<file path="src/rtl/bram_pkg.sv">
// bram_pkg: shared definitions for the two-requester block-RAM arbiter.
//   - default RAM geometry (address / data width)
//   - clear-sequencer FSM state encoding
//   - requester index constants used by the round-robin pointer
package bram_pkg;

    localparam int BRAM_ADDR_W = 8;
    localparam int BRAM_DATA_W = 16;

    typedef enum logic [1:0] {
        IDLE  = 2'd0,
        CLEAR = 2'd1,
        DONE  = 2'd2
    } state_e;

    localparam logic REQ_A = 1'b0;
    localparam logic REQ_B = 1'b1;

endpackage

</file>
<file path="src/rtl/bram_arbiter_rr_arb2.sv">
// rr_arb2: two-way round-robin grant logic with its priority pointer.
// Ports:
//   clk, rst          clock, asynchronous active-high reset
//   en_i              0 forces no grant (clear sequencer owns the RAM)
//   req_a_i, req_b_i  requests
//   gnt_a_o, gnt_b_o  same-cycle (combinational) grants, at most one high
module rr_arb2
    import bram_pkg::*;
(
    input  logic clk,
    input  logic rst,
    input  logic en_i,
    input  logic req_a_i,
    input  logic req_b_i,
    output logic gnt_a_o,
    output logic gnt_b_o
);

    logic ptr_q;
    logic ptr_d;

    // Grant selection; the pointer always moves to the requester that lost.
    always_comb begin
        gnt_a_o = 1'b0;
        gnt_b_o = 1'b0;
        ptr_d   = ptr_q;
        if (en_i) begin
            if (req_a_i && (!req_b_i || (ptr_q == REQ_A))) begin
                gnt_a_o = 1'b1;
                ptr_d   = REQ_B;
            end else if (req_b_i) begin
                gnt_b_o = 1'b1;
                ptr_d   = REQ_A;
            end else begin
                ptr_d   = ptr_q;
            end
        end else begin
            ptr_d = ptr_q;
        end
    end

    // Priority pointer register.
    always_ff @(posedge clk or posedge rst) begin
        if (rst) begin
            ptr_q <= REQ_A;
        end else begin
            ptr_q <= ptr_d;
        end
    end

endmodule

</file>
<file path="src/rtl/bram_arbiter.sv">
// bram_arbiter: shares one single-clock block RAM (1 write port, 1 registered
// read port with 1-cycle latency) between requesters A and B, plus an
// embedded sequencer that fills the whole RAM with CLR_VAL.
// Ports:
//   clk, rst                         clock, asynchronous active-high reset
//   x_req/x_we/x_addr/x_wdata        requester x command (x = a, b)
//   x_gnt                            same-cycle grant
//   x_rvalid/x_rdata                 read response, one cycle after grant
//   clr_start/clr_busy/clr_done      clear control and status
//   ram_*                            RAM port signals
module bram_arbiter
    import bram_pkg::*;
#(
    parameter int                 ADDR_W  = BRAM_ADDR_W,
    parameter int                 DATA_W  = BRAM_DATA_W,
    parameter logic [DATA_W-1:0]  CLR_VAL = {DATA_W{1'b0}}
) (
    input  logic              clk,
    input  logic              rst,
    input  logic              a_req,
    input  logic              a_we,
    input  logic [ADDR_W-1:0] a_addr,
    input  logic [DATA_W-1:0] a_wdata,
    output logic              a_gnt,
    output logic              a_rvalid,
    output logic [DATA_W-1:0] a_rdata,
    input  logic              b_req,
    input  logic              b_we,
    input  logic [ADDR_W-1:0] b_addr,
    input  logic [DATA_W-1:0] b_wdata,
    output logic              b_gnt,
    output logic              b_rvalid,
    output logic [DATA_W-1:0] b_rdata,
    input  logic              clr_start,
    output logic              clr_busy,
    output logic              clr_done,
    output logic              ram_w_en,
    output logic              ram_r_en,
    output logic [ADDR_W-1:0] ram_w_addr,
    output logic [ADDR_W-1:0] ram_r_addr,
    output logic [DATA_W-1:0] ram_data_in,
    input  logic [DATA_W-1:0] ram_data_out,
    input  logic              ram_valid_out
);

    state_e            state_q;
    logic [ADDR_W:0]   cnt_q;
    logic [ADDR_W:0]   cnt_inc_s;
    logic              clr_busy_q;
    logic              clr_done_q;
    logic              pend_a_q;
    logic              pend_b_q;
    logic              arb_en_s;

    // clr_start outranks requests arriving in the same cycle.
    assign arb_en_s  = (state_q == IDLE) && !clr_start;
    assign cnt_inc_s = cnt_q + {{ADDR_W{1'b0}}, 1'b1};

    rr_arb2 u_arb (
        .clk     (clk),
        .rst     (rst),
        .en_i    (arb_en_s),
        .req_a_i (a_req),
        .req_b_i (b_req),
        .gnt_a_o (a_gnt),
        .gnt_b_o (b_gnt)
    );

    // Clear sequencer: the extra counter bit flags that the last address was written.
    always_ff @(posedge clk or posedge rst) begin
        if (rst) begin
            state_q    <= IDLE;
            cnt_q      <= {(ADDR_W+1){1'b0}};
            clr_busy_q <= 1'b0;
            clr_done_q <= 1'b0;
        end else begin
            clr_done_q <= 1'b0;
            case (state_q)
                IDLE: begin
                    if (clr_start) begin
                        state_q    <= CLEAR;
                        cnt_q      <= {(ADDR_W+1){1'b0}};
                        clr_busy_q <= 1'b1;
                    end else begin
                        state_q    <= IDLE;
                    end
                end
                CLEAR: begin
                    if (cnt_inc_s[ADDR_W]) begin
                        state_q    <= DONE;
                        cnt_q      <= {(ADDR_W+1){1'b0}};
                        clr_busy_q <= 1'b0;
                        clr_done_q <= 1'b1;
                    end else begin
                        cnt_q      <= cnt_inc_s;
                    end
                end
                DONE: begin
                    state_q <= IDLE;
                end
                default: begin
                    state_q    <= IDLE;
                    cnt_q      <= {(ADDR_W+1){1'b0}};
                    clr_busy_q <= 1'b0;
                end
            endcase
        end
    end

    // RAM command mux; unused address/data lines are held at zero.
    always_comb begin
        ram_w_en    = 1'b0;
        ram_r_en    = 1'b0;
        ram_w_addr  = {ADDR_W{1'b0}};
        ram_r_addr  = {ADDR_W{1'b0}};
        ram_data_in = {DATA_W{1'b0}};
        if (state_q == CLEAR) begin
            ram_w_en    = 1'b1;
            ram_w_addr  = cnt_q[ADDR_W-1:0];
            ram_data_in = CLR_VAL;
        end else if (a_gnt) begin
            if (a_we) begin
                ram_w_en    = 1'b1;
                ram_w_addr  = a_addr;
                ram_data_in = a_wdata;
            end else begin
                ram_r_en    = 1'b1;
                ram_r_addr  = a_addr;
            end
        end else if (b_gnt) begin
            if (b_we) begin
                ram_w_en    = 1'b1;
                ram_w_addr  = b_addr;
                ram_data_in = b_wdata;
            end else begin
                ram_r_en    = 1'b1;
                ram_r_addr  = b_addr;
            end
        end else begin
            ram_w_en = 1'b0;
        end
    end

    // Remember which requester owns the read that returns next cycle.
    always_ff @(posedge clk or posedge rst) begin
        if (rst) begin
            pend_a_q <= 1'b0;
            pend_b_q <= 1'b0;
        end else begin
            pend_a_q <= a_gnt && !a_we;
            pend_b_q <= b_gnt && !b_we;
        end
    end

    // Read data is forced to zero for the requester that does not own the return.
    assign a_rvalid = pend_a_q & ram_valid_out;
    assign b_rvalid = pend_b_q & ram_valid_out;
    assign a_rdata  = pend_a_q ? ram_data_out : {DATA_W{1'b0}};
    assign b_rdata  = pend_b_q ? ram_data_out : {DATA_W{1'b0}};
    assign clr_busy = clr_busy_q;
    assign clr_done = clr_done_q;

endmodule
</file>
<file path="config.mk">
export PLATFORM = sky130hd
export DESIGN_NAME = bram_arbiter
export DESIGN_NICKNAME = d
export VERILOG_FILES = /design/src/rtl/bram_pkg.sv /design/src/rtl/bram_arbiter_rr_arb2.sv /design/src/rtl/bram_arbiter.sv
export SDC_FILE = /design/constraint.sdc
export NUM_CORES = 1
export LEC_CHECK = 0
export BUFFER_PORTS_ARGS = -buffer_cell sky130_fd_sc_hd__buf_2
export CORE_MARGIN = 2
export CORE_UTILIZATION = 32
export CTS_CLUSTER_DIAMETER = 40
export CTS_CLUSTER_SIZE = 24
export DETAILED_ROUTE_END_ITERATION = 10
export GPL_ROUTABILITY_DRIVEN = 0
export PLACE_DENSITY_LB_ADDON = 0.3
export SLEW_MARGIN = 20
export SYNTH_ARGS = -nofsm -noshare
export SYNTH_HDL_FRONTEND = slang
export SYNTH_HIERARCHICAL = 1
export SYNTH_SLANG_ARGS = --single-unit
</file>
<file path="constraint.sdc">
create_clock -name clk -period 1.7 [get_ports clk]
set_input_delay 0.17 -clock clk [delete_from_list [all_inputs] [get_ports clk]]
set_output_delay 0.17 -clock clk [all_outputs]
set_load 0.05 [all_outputs]
</file>
==> Word level (Yosys, flattened, before mapping) <==
Cells that the tools add are included.
{ "word_totals": {"reg_bits": 16, "latchBits": 0, "ram_bits": 0, "rom_bits": 0, "output_inout_bits": 72, "elab_cells": 75, "n_memories": 0} }
{ "op_classes": {"addsub": 1, "mul": 0, "n_div": 0, "order_cmp": 0, "n_eq_ne": 4, "shifts": 0, "muxes": 45, "n_bitwise": 4, "n_reduce_logical": 14} }
{ "ops": {"columns": ["op", "n"], "rows": [
  ["$mux 16", 7],
  ["$mux 8", 11],
  ["$pmux 9 s3", 1],
  ["$mux 1", 22],
  ["$add 9x1->9 const B", 1],
  ["$mux 9", 1],
  ["$logic_and 1x1->1", 4],
  ["$logic_not 1->1", 4],
  ["$ne 2x2->1 const B", 2],
  ["$pmux 2 s2", 1],
  ["$reduce_and 2->1", 2],
  ["$pmux 1 s3", 1],
  ["$reduce_and 3->1", 1],
  ["$and 1x1->1", 2],
  ["$eq 2x1->1 const B", 1],
  ["$eq 2x2->1 const B", 1],
  ["$logic_not 2->1", 1],
  ["$mux 2", 1],
  ["$not 1->1", 2],
  ["$reduce_bool 2->1", 1],
  ["$logic_or 1x1->1", 1]
]} }

==> Longest topological paths before layout <==
Gate-level depths: netlist of run 1.
{ "logic_depth": {"ltp_word": 8, "ltp_mapped": 8} }

==> Cells and area by module <==
The synthesis of run 1 kept the hierarchy.
{ "modules_own_cells": {"columns": ["mod", "n_inst", "cells_per_inst", "area_each_um2"], "rows": [
  ["bram_arbiter", 1, 193, 1348.8],
  ["rr_arb2", 1, 9, 65.1]
]} }

==> Worst setup path before layout of run 1 <==
No wires, ideal clock.
{ "synth_path": {"path_kind": "reg-to-output", "start": "register state_q[0]", "end": "output port ram_data_in[10]", "arrival_ns": 3.072, "path_slack_ns": -1.542, "path_stages_with_launch": 9, "n_path_buf": 2, "path_cell_list": "dfrtp_1 -> nor3_1 -> nand2_1 -> a21oi_1 -> and2_1 -> clkbuf_1 -> buf_2 -> a22oi_1 -> nor2_1"} }
{ "synth_via": {"word_cells_on_any_way": 8} }
{ "synth_lines": {"columns": ["item", "line_no", "rtl"], "rows": [
  ["from (decl)", "bram_arbiter.sv:46", "state_e state_q;"],
  ["from (signal assigned)", "bram_arbiter.sv:72", "state_q <= IDLE;"],
  ["from (signal assigned)", "bram_arbiter.sv:81", "state_q <= CLEAR;"],
  ["from (signal assigned)", "bram_arbiter.sv:85", "state_q <= IDLE;"],
  ["$logic_not 2->1", "bram_arbiter.sv:56", "assign arb_en_s = (state_q == IDLE) && !clr_start;"],
  ["$logic_and 1x1->1", "bram_arbiter.sv:56", null],
  ["net arb_en_s", "bram_arbiter.sv:53", "logic arb_en_s;"],
  ["$mux 1", "bram_arbiter_rr_arb2.sv:27", "if (en_i) begin"],
  ["net a_gnt", "bram_arbiter.sv:24", "output logic a_gnt,"],
  ["$mux 16", "bram_arbiter.sv:121", "end else if (a_gnt) begin"],
  ["$mux 16", "bram_arbiter.sv:117", "if (state_q == CLEAR) begin"],
  ["to (decl)", "bram_arbiter.sv:41", "output logic [DATA_W-1:0] ram_data_in,"]
]} }
The timed path passes the listed nets, and every way through them passes these cells.

==> Worst setup path after layout of run 1 <==
{ "layout_path": {"start": "register state_q[1]", "end": "output port ram_r_addr[2]"} }
{ "layout_via": {"elab_chain_cells": 6, "word_cells_on_any_way": 8} }
{ "layout_lines": {"columns": ["item", "line_no", "rtl"], "rows": [
  ["$logic_not 2->1 *", "bram_arbiter.sv:56", null],
  ["$logic_and 1x1->1 *", "bram_arbiter.sv:56", null],
  ["net arb_en_s", "bram_arbiter.sv:53", null],
  ["$mux 1", "bram_arbiter_rr_arb2.sv:27", null],
  ["$mux 8", "bram_arbiter.sv:130", "end else if (b_gnt) begin"],
  ["$mux 8 *", "bram_arbiter.sv:121", null],
  ["$mux 8 *", "bram_arbiter.sv:117", null],
  ["to (decl)", "bram_arbiter.sv:40", "output logic [ADDR_W-1:0] ram_r_addr,"]
]} }
Mark *: on every way through the listed nets, which the timed path passes. The rest lies on a longest branch.

==> metrics.csv, run 1 <==
stage,metric,value,unit
detailed_routing,DRC,0,
logic_synthesis,ranking of synthesized cells by area,"dfrtp_1, and2_1, a22oi_1",
logic_synthesis,Syn. warnings,6,
detailed_routing,WL final,8.50,mm
cells_and_area,layout cells sized above 1,71.1,%
cells_and_area,n_diodes,0,
setup_path,"Largest delay share family, worst path",simple AND/OR/NAND/NOR gates,
floorplan,initial core utilization,32.9,%
setup_path,CP Class,register to output port,
global_routing,GR Util All Layers,28.5,%
global_routing,largest net degree at the start of global routing,18,
hold_path,hold path endpoint,pend_b_q$_DFF_PP0_,
sta,Final setup viols,36,
cts,CTS tree,yes,
cts,clock latency on the worst-skew pair,0.25,ns
setup_path,CP Max Fanout,8,
logic_synthesis,Post-Syn Area,1410,µm²
cts,H-tree depth,1,
setup_path,CP cell instances,nor3_2 -> nand2_1 -> a21oi_4 -> nor2b_4 -> nor2b_4 -> buf_8 -> a22oi_2 -> nor2_4 -> buf_8,
detailed_routing,WL/cell,19.7,µm
hold_path,HP Class,input port to register,
cts,Num CTS Buffers,3,
setup_path,R2R cell count,6,
global_routing,initial antenna violation count,0,
detailed_routing,initial drt markers,219,
setup_path,Buf/Inv on CP,2,
sta,Final Cycle Share,139,%
sta,Period minus WS final,2.36,ns
logic_synthesis,Syn Area/Cell,7.00,µm²
cts,Clock Pin Slew Worst Setup and Hold Paths,0.06,ns
cells_and_area,area delta synth->final,149,%
setup_path,Reg-to-Reg End,cnt_q[3]$_DFFE_PP0P_,
floorplan,num rows,24,
sta,Final Worst Setup Slack,-0.656,ns
logic_synthesis,Synth Instances,202,
cells_and_area,most frequent cells in the layout,"buf_2, nor2_4, and2_1",
logic_synthesis,syn_nets,275,
sta,Final Slew Violations,0,
detailed_routing,via count,2379,
logic_synthesis,synthesized flop and latch total,15,
setup_path,Critical Path End Type,output port,
cells_and_area,"leading cell type in the layout, fill and taps excluded",buf_2,
sta,Fin Clk Skew,0.00622,ns
sta,Worst Max-Slew Pin Slew,0.589,ns
status,status,"complete, but fails checks",
setup_path,Crit Reg-Reg Startpoint,state_q[1]$_DFFE_PP0P_,
detailed_routing,DR vias/cell,5.51,
logic_synthesis,Yosys cell types,28,
logic_synthesis,sequential area share after synthesis,26.5,%
placement,HPWL Detailed,4.75,mm
detailed_routing,Routed Antenna Nets,0,
setup_path,max incr delay on CP,0.38,ns
run,Max-Cap Viols,0,
power,Pwr Density,226,nW/µm²
setup_path,startpoint type of the worst setup path,register,
sta,minimum hold slack,0.162,ns
cts,clk sink count,15,
sta,f_max,424,MHz
floorplan,core area,4290,µm²
floorplan,Die Width,70.5,µm
cells_and_area,nets@finish,454,
cts,clk buf depth,2,
global_routing,vias in the first global route,2223,
setup_path,Crit-path slowest cell,dfrtp_1,
power,total power,0.000795,W
hold_path,Hold Crit Depth,2,
setup_path,WP data required,1.53,ns
sta,RSZ-0062 raised after global routing,yes,
hold_path,min-delay src,b_we,
sta,setup TNS,-19.37,ns
global_routing,first-pass GRT wire length,11.2,mm
logic_synthesis,cell taking the most area after synthesis,dfrtp_1,
sta,Fin. Hold Viols,0,
placement,Place WS,-0.419,ns
floorplan,I/O pin count,144,
setup_path,"setup slack, reg-to-reg",0.06,ns
status,failing checks,negative setup slack,
floorplan,die extent in y,70.5,µm
global_routing,grt ovf,0,
placement,IO buf count,143,
floorplan,die area,4970,µm²
logic_synthesis,share of the synthesized area in the top cell type,26.5,%
detailed_routing,TritonRoute pass-1 iters,5,
power,Leak,1.59,nW
cts,Root Driver,clkbuf_8,
sta,relative slew slack,60.7,%
setup_path,worst path arrival time,2.19,ns
power,VDD IR max,0.000325,V
==> area by class of cell <==
type / instances / area [µm²]
flip-flops and latches: 15 / 375
repair buffers: 188 / 1480
fillers: 235 / 778
inverters: 5 / 18.8
clock buffers: 4 / 45.0
multi-input cells: 168 / 1540
well taps: 52 / 65.1
==> metrics by stage <==
step / instances / instance area, µm² / util, %
5_1_grt: 432 / 3520 / 81.9
6_report: 432 / 3520 / 81.9
3_3_place_gp: 418 / 2820 / 65.7
4_1_cts: 426 / 3380 / 78.6
3_5_place_dp: 418 / 2820 / 65.7
2_1_floorplan: 202 / 1770 / -
==> registers in the layout (all words and copies together), names as in the netlist <==
register / cells
clr_busy: 1
clr_done: 1
cnt_q: 8
pend_a_q: 1
pend_b_q: 1
state_q: 2
u_arb/ptr_q: 1
==> cell families after synthesis <==
| logic type | count (synthesis) | synth area share, % |
|---|---|---|
| flops | 15 | 26.5 |
| buf+inv | 20 | 6.02 |
| compound gates | 57 | 28.8 |
| fa+ha+maj | 1 | 0.885 |
| simple gates | 109 | 37.8 |
==> Yosys cell counts <==
master,n
nor2_1,48
and2_1,35
a22oi_1,24
dfrtp_1,15
nand2_1,11
o21ai_0,10
a221oi_1,8
buf_2,8
clkbuf_1,7
a21oi_1,5
inv_1,5
nor2b_1,4
a22o_1,3
nand3_1,2
nand4_1,2
nor3_1,2
or3_1,2
a21oi_2,1
a31oi_1,1
a41o_1,1
a41oi_1,1
and3_1,1
and4_4,1
ha_1,1
nand2b_1,1
o21bai_1,1
o22ai_1,1
o31ai_1,1
==> worst max path at each step <==
stage	from	to	depth (start not counted)
2_1_floorplan	state_q[1]$_DFFE_PP0P_	ram_w_addr[4]	8
3_3_place_gp	state_q[1]$_DFFE_PP0P_	ram_r_addr[0]	9
3_5_place_dp	state_q[1]$_DFFE_PP0P_	ram_r_addr[5]	9
4_1_cts	state_q[1]$_DFFE_PP0P_	ram_r_addr[5]	9
5_1_grt	state_q[1]$_DFFE_PP0P_	ram_r_addr[2]	9
6_report	state_q[1]$_DFFE_PP0P_	ram_r_addr[2]	9
==> repair_timing <==
item	4_1_cts	5_1_grt
pin swaps	24	21
cloned	1	0
buffers inserted	7	6
gates resized for setup	117	21
hold buffers	1	0
hold endpoints to repair	15	0
setup endpoints to repair	36	35
==> where the power goes <==
part / internal [W] / switching, W
logic: 0.0000651 / 0.0000776
clock network: 0.000166 / 0.000129
registers: 0.000357 / 0
==> per-layer routing <==
metal  global-route usage [%]  share of wire [%]  vias up  wire length (µm)
met2                     53.2                 54      129              4590
met3                     5.77                6.6       40               563
li1                         -                  -     1073                 -
met4                     12.4                4.9        0               417
met1                     30.6                 34     1137              2930
met5                        0                  0        -                 0
Note: power is estimated with default switching activity, not from simulation.
==> run 2, diff against run 1 <==
==> constraint.sdc (replaced) <==
create_clock -name clk -period 1.7 [get_ports clk]
set_input_delay 0.34 -clock clk [delete_from_list [all_inputs] [get_ports clk]]
set_output_delay 0.34 -clock clk [all_outputs]
set_load 0.05 [all_outputs]
==> run 2 against run 1 <==
  * The flow still finishes with violations (negative setup slack)
  * Cell count increased by 1.9%
  * Non-clock buffer count increased by 7
  * Sequential power hardly changed
  * Critical path depth increased by 1
  * Hold slack improved by 0.15 ns
  * Register-to-register slack worse by 0.12 ns
  * Cell area decreased by 0.50%
  * Critical path type unchanged
==> metrics.csv, run 2 (synthesis results as in run 1) <==
stage,metric,value,unit
detailed_routing,DR vias/cell,5.31,
detailed_routing,TritonRoute pass-1 iters,4,
cts,clock latency on the worst-skew pair,0.26,ns
cts,clk sink count,15,
cts,CTS tree,yes,
detailed_routing,DRC,0,
floorplan,die extent in y,70.5,µm
status,status,"complete, but fails checks",
floorplan,Die Width,70.5,µm
cts,H-tree depth,1,
global_routing,largest net degree at the start of global routing,18,
cts,clk buf depth,2,
sta,relative slew slack,61.3,%
setup_path,CP Max Fanout,7,
cells_and_area,max reg flops,8,
cells_and_area,fin area,3500,µm²
floorplan,num rows,24,
floorplan,core area,4290,µm²
detailed_routing,WL/cell,18.2,µm
power,Leak,1.60,nW
sta,Final setup viols,38,
setup_path,CP Class,register to output port,
sta,Fin. Hold Viols,0,
sta,RSZ-0062 raised after global routing,yes,
cells_and_area,most frequent cells in the layout,"buf_2, buf_4, nor2_4, buf_6, and2_1",
power,Pwr Density,230,nW/µm²
detailed_routing,initial drt markers,139,
placement,IO buf count,143,
sta,Period minus WS final,2.49,ns
global_routing,initial antenna violation count,0,
placement,placed cell areas,2780,µm²
floorplan,die area,4970,µm²
cells_and_area,Reg with most FFs,cnt_q,
cts,Clock Pin Slew Worst Setup and Hold Paths,0.07,ns
cells_and_area,area delta synth->final,147,%
floorplan,initial core utilization,32.9,%
detailed_routing,via count,2336,
global_routing,grt ovf,0,
power,VDD IR max,0.000448,V
sta,Final Slew Violations,0,
sta,minimum hold slack,0.317,ns
hold_path,Hold Crit Depth,2,
cells_and_area,biggest registers after layout,"cnt_q: 8 flops, state_q: 2 flops",
sta,f_max,402,MHz
setup_path,R2R cell count,7,
floorplan,I/O pin count,144,
sta,Final Cycle Share,146,%
detailed_routing,WL final,8.00,mm
placement,HPWL Detailed,4.80,mm
cells_and_area,nets@finish,462,
run,Max-Cap Viols,0,
cells_and_area,n_diodes,0,
cells_and_area,layout cells sized above 1,72.7,%
sta,Worst Max-Slew Pin Slew,0.580,ns
setup_path,startpoint type of the worst setup path,register,
placement,Place WS,-0.628,ns
hold_path,HP Class,input port to register,
setup_path,WP data required,1.36,ns
detailed_routing,Routed Antenna Nets,0,
global_routing,GR Util All Layers,28.1,%
cts,Root Driver,clkbuf_8,
global_routing,first-pass GRT wire length,11.3,mm
setup_path,worst path arrival time,2.15,ns
global_routing,vias in the first global route,2287,
sta,Final Worst Setup Slack,-0.790,ns
setup_path,Critical Path End Type,output port,
cts,Num CTS Buffers,3,
sta,setup TNS,-25.45,ns
status,failing checks,negative setup slack,
cells_and_area,"leading cell type in the layout, fill and taps excluded",buf_2,
sta,Fin Clk Skew,0.00504,ns
-- run 2: cell types whose count changed in the layout (fill, tap and decap cells not counted), moves of 2 or more --
| cell | before | now |
|---|---|---|
| a221oi_4 | 6 | 4 |
| buf_4 | 29 | 38 |
| a221oi_1 | 0 | 2 |
| dfrtp_2 | 0 | 2 |
| buf_12 | 8 | 5 |
| dfrtp_1 | 15 | 13 |
| buf_8 | 18 | 9 |
| buf_6 | 25 | 35 |
| nand2b_4 | 0 | 2 |
-- run 2: worst paths after layout --
path                                             start                      end  slack (ns)
worst max-delay path            state_q[1]$_DFFE_PP0P_            ram_w_addr[1]       -0.79
worst min-delay path                              b_we       pend_b_q$_DFF_PP0_        0.32
worst max register to register  state_q[1]$_DFFE_PP0P_     cnt_q[3]$_DFFE_PP0P_       -0.06
worst min register to register    clr_busy$_DFFE_PP0P_     clr_busy$_DFFE_PP0P_        0.50
max in group asynchronous                          rst       pend_a_q$_DFF_PP0_        0.58
min in group asynchronous                          rst  u_arb/ptr_q$_DFFE_PP0P_        0.48
-- run 2: worst max-delay path: stages (launching register included) --
cell      delay (ns)
dfrtp_1         0.41
nor3_4          0.26
nand2_2         0.11
a21oi_4         0.15
buf_6           0.15
nor2_4          0.04
buf_12          0.14
a221oi_4        0.26
buf_4           0.17
nor2_4          0.03
buf_8           0.15
-- run 2: cell type report --
type	count	area (µm²)
fill	264	796
clock inverter	1	7.51
clock buffer	3	41.3
tap	52	65.1
sequential	15	378
timing repair buffer	195	1460
inverter	5	18.8
multi-input combinational	169	1530
-- run 2: layer usage --
| layer | vias up | part of all wire (%) | GRT usage, % |
|---|---|---|---|
| li1 | 1090 | - | - |
| met1 | 1111 | 36 | 31.8 |
| met2 | 107 | 56 | 54.3 |
| met3 | 28 | 4.4 | 3.03 |
| met4 | 0 | 3.4 | 8.12 |
| met5 | - | 0 | 0 |
-- run 2: stage by stage --
stage	util (%)	total power, W	instances
after global routing	81.5	0.000828	440
after CTS	77.9	0.000790	432
after floorplan	-	0.000372	202
final	81.5	0.000803	440
after global placement	64.6	0.000469	417
after detailed placement	64.6	0.000473	417
-- run 2: power by group --
group          internal (W)  total [W]  leakage (nW)  switching (W)
Sequential         0.000357   0.000357         0.170              0
Combinational     0.0000643   0.000137          1.40      0.0000723
Clock              0.000165   0.000310        0.0217       0.000145
-- run 2: timing repair --
| item | in CTS | in global routing |
|---|---|---|
| hold buffers | 1 | 0 |
| endpoints found under the hold margin | 1 | 0 |
| endpoints found under the setup margin | 36 | 51 |
| pin swaps | 11 | 11 |
| gates resized for setup | 117 | 20 |
| setup buffers | 8 | 8 |
| cloned | 3 | 1 |
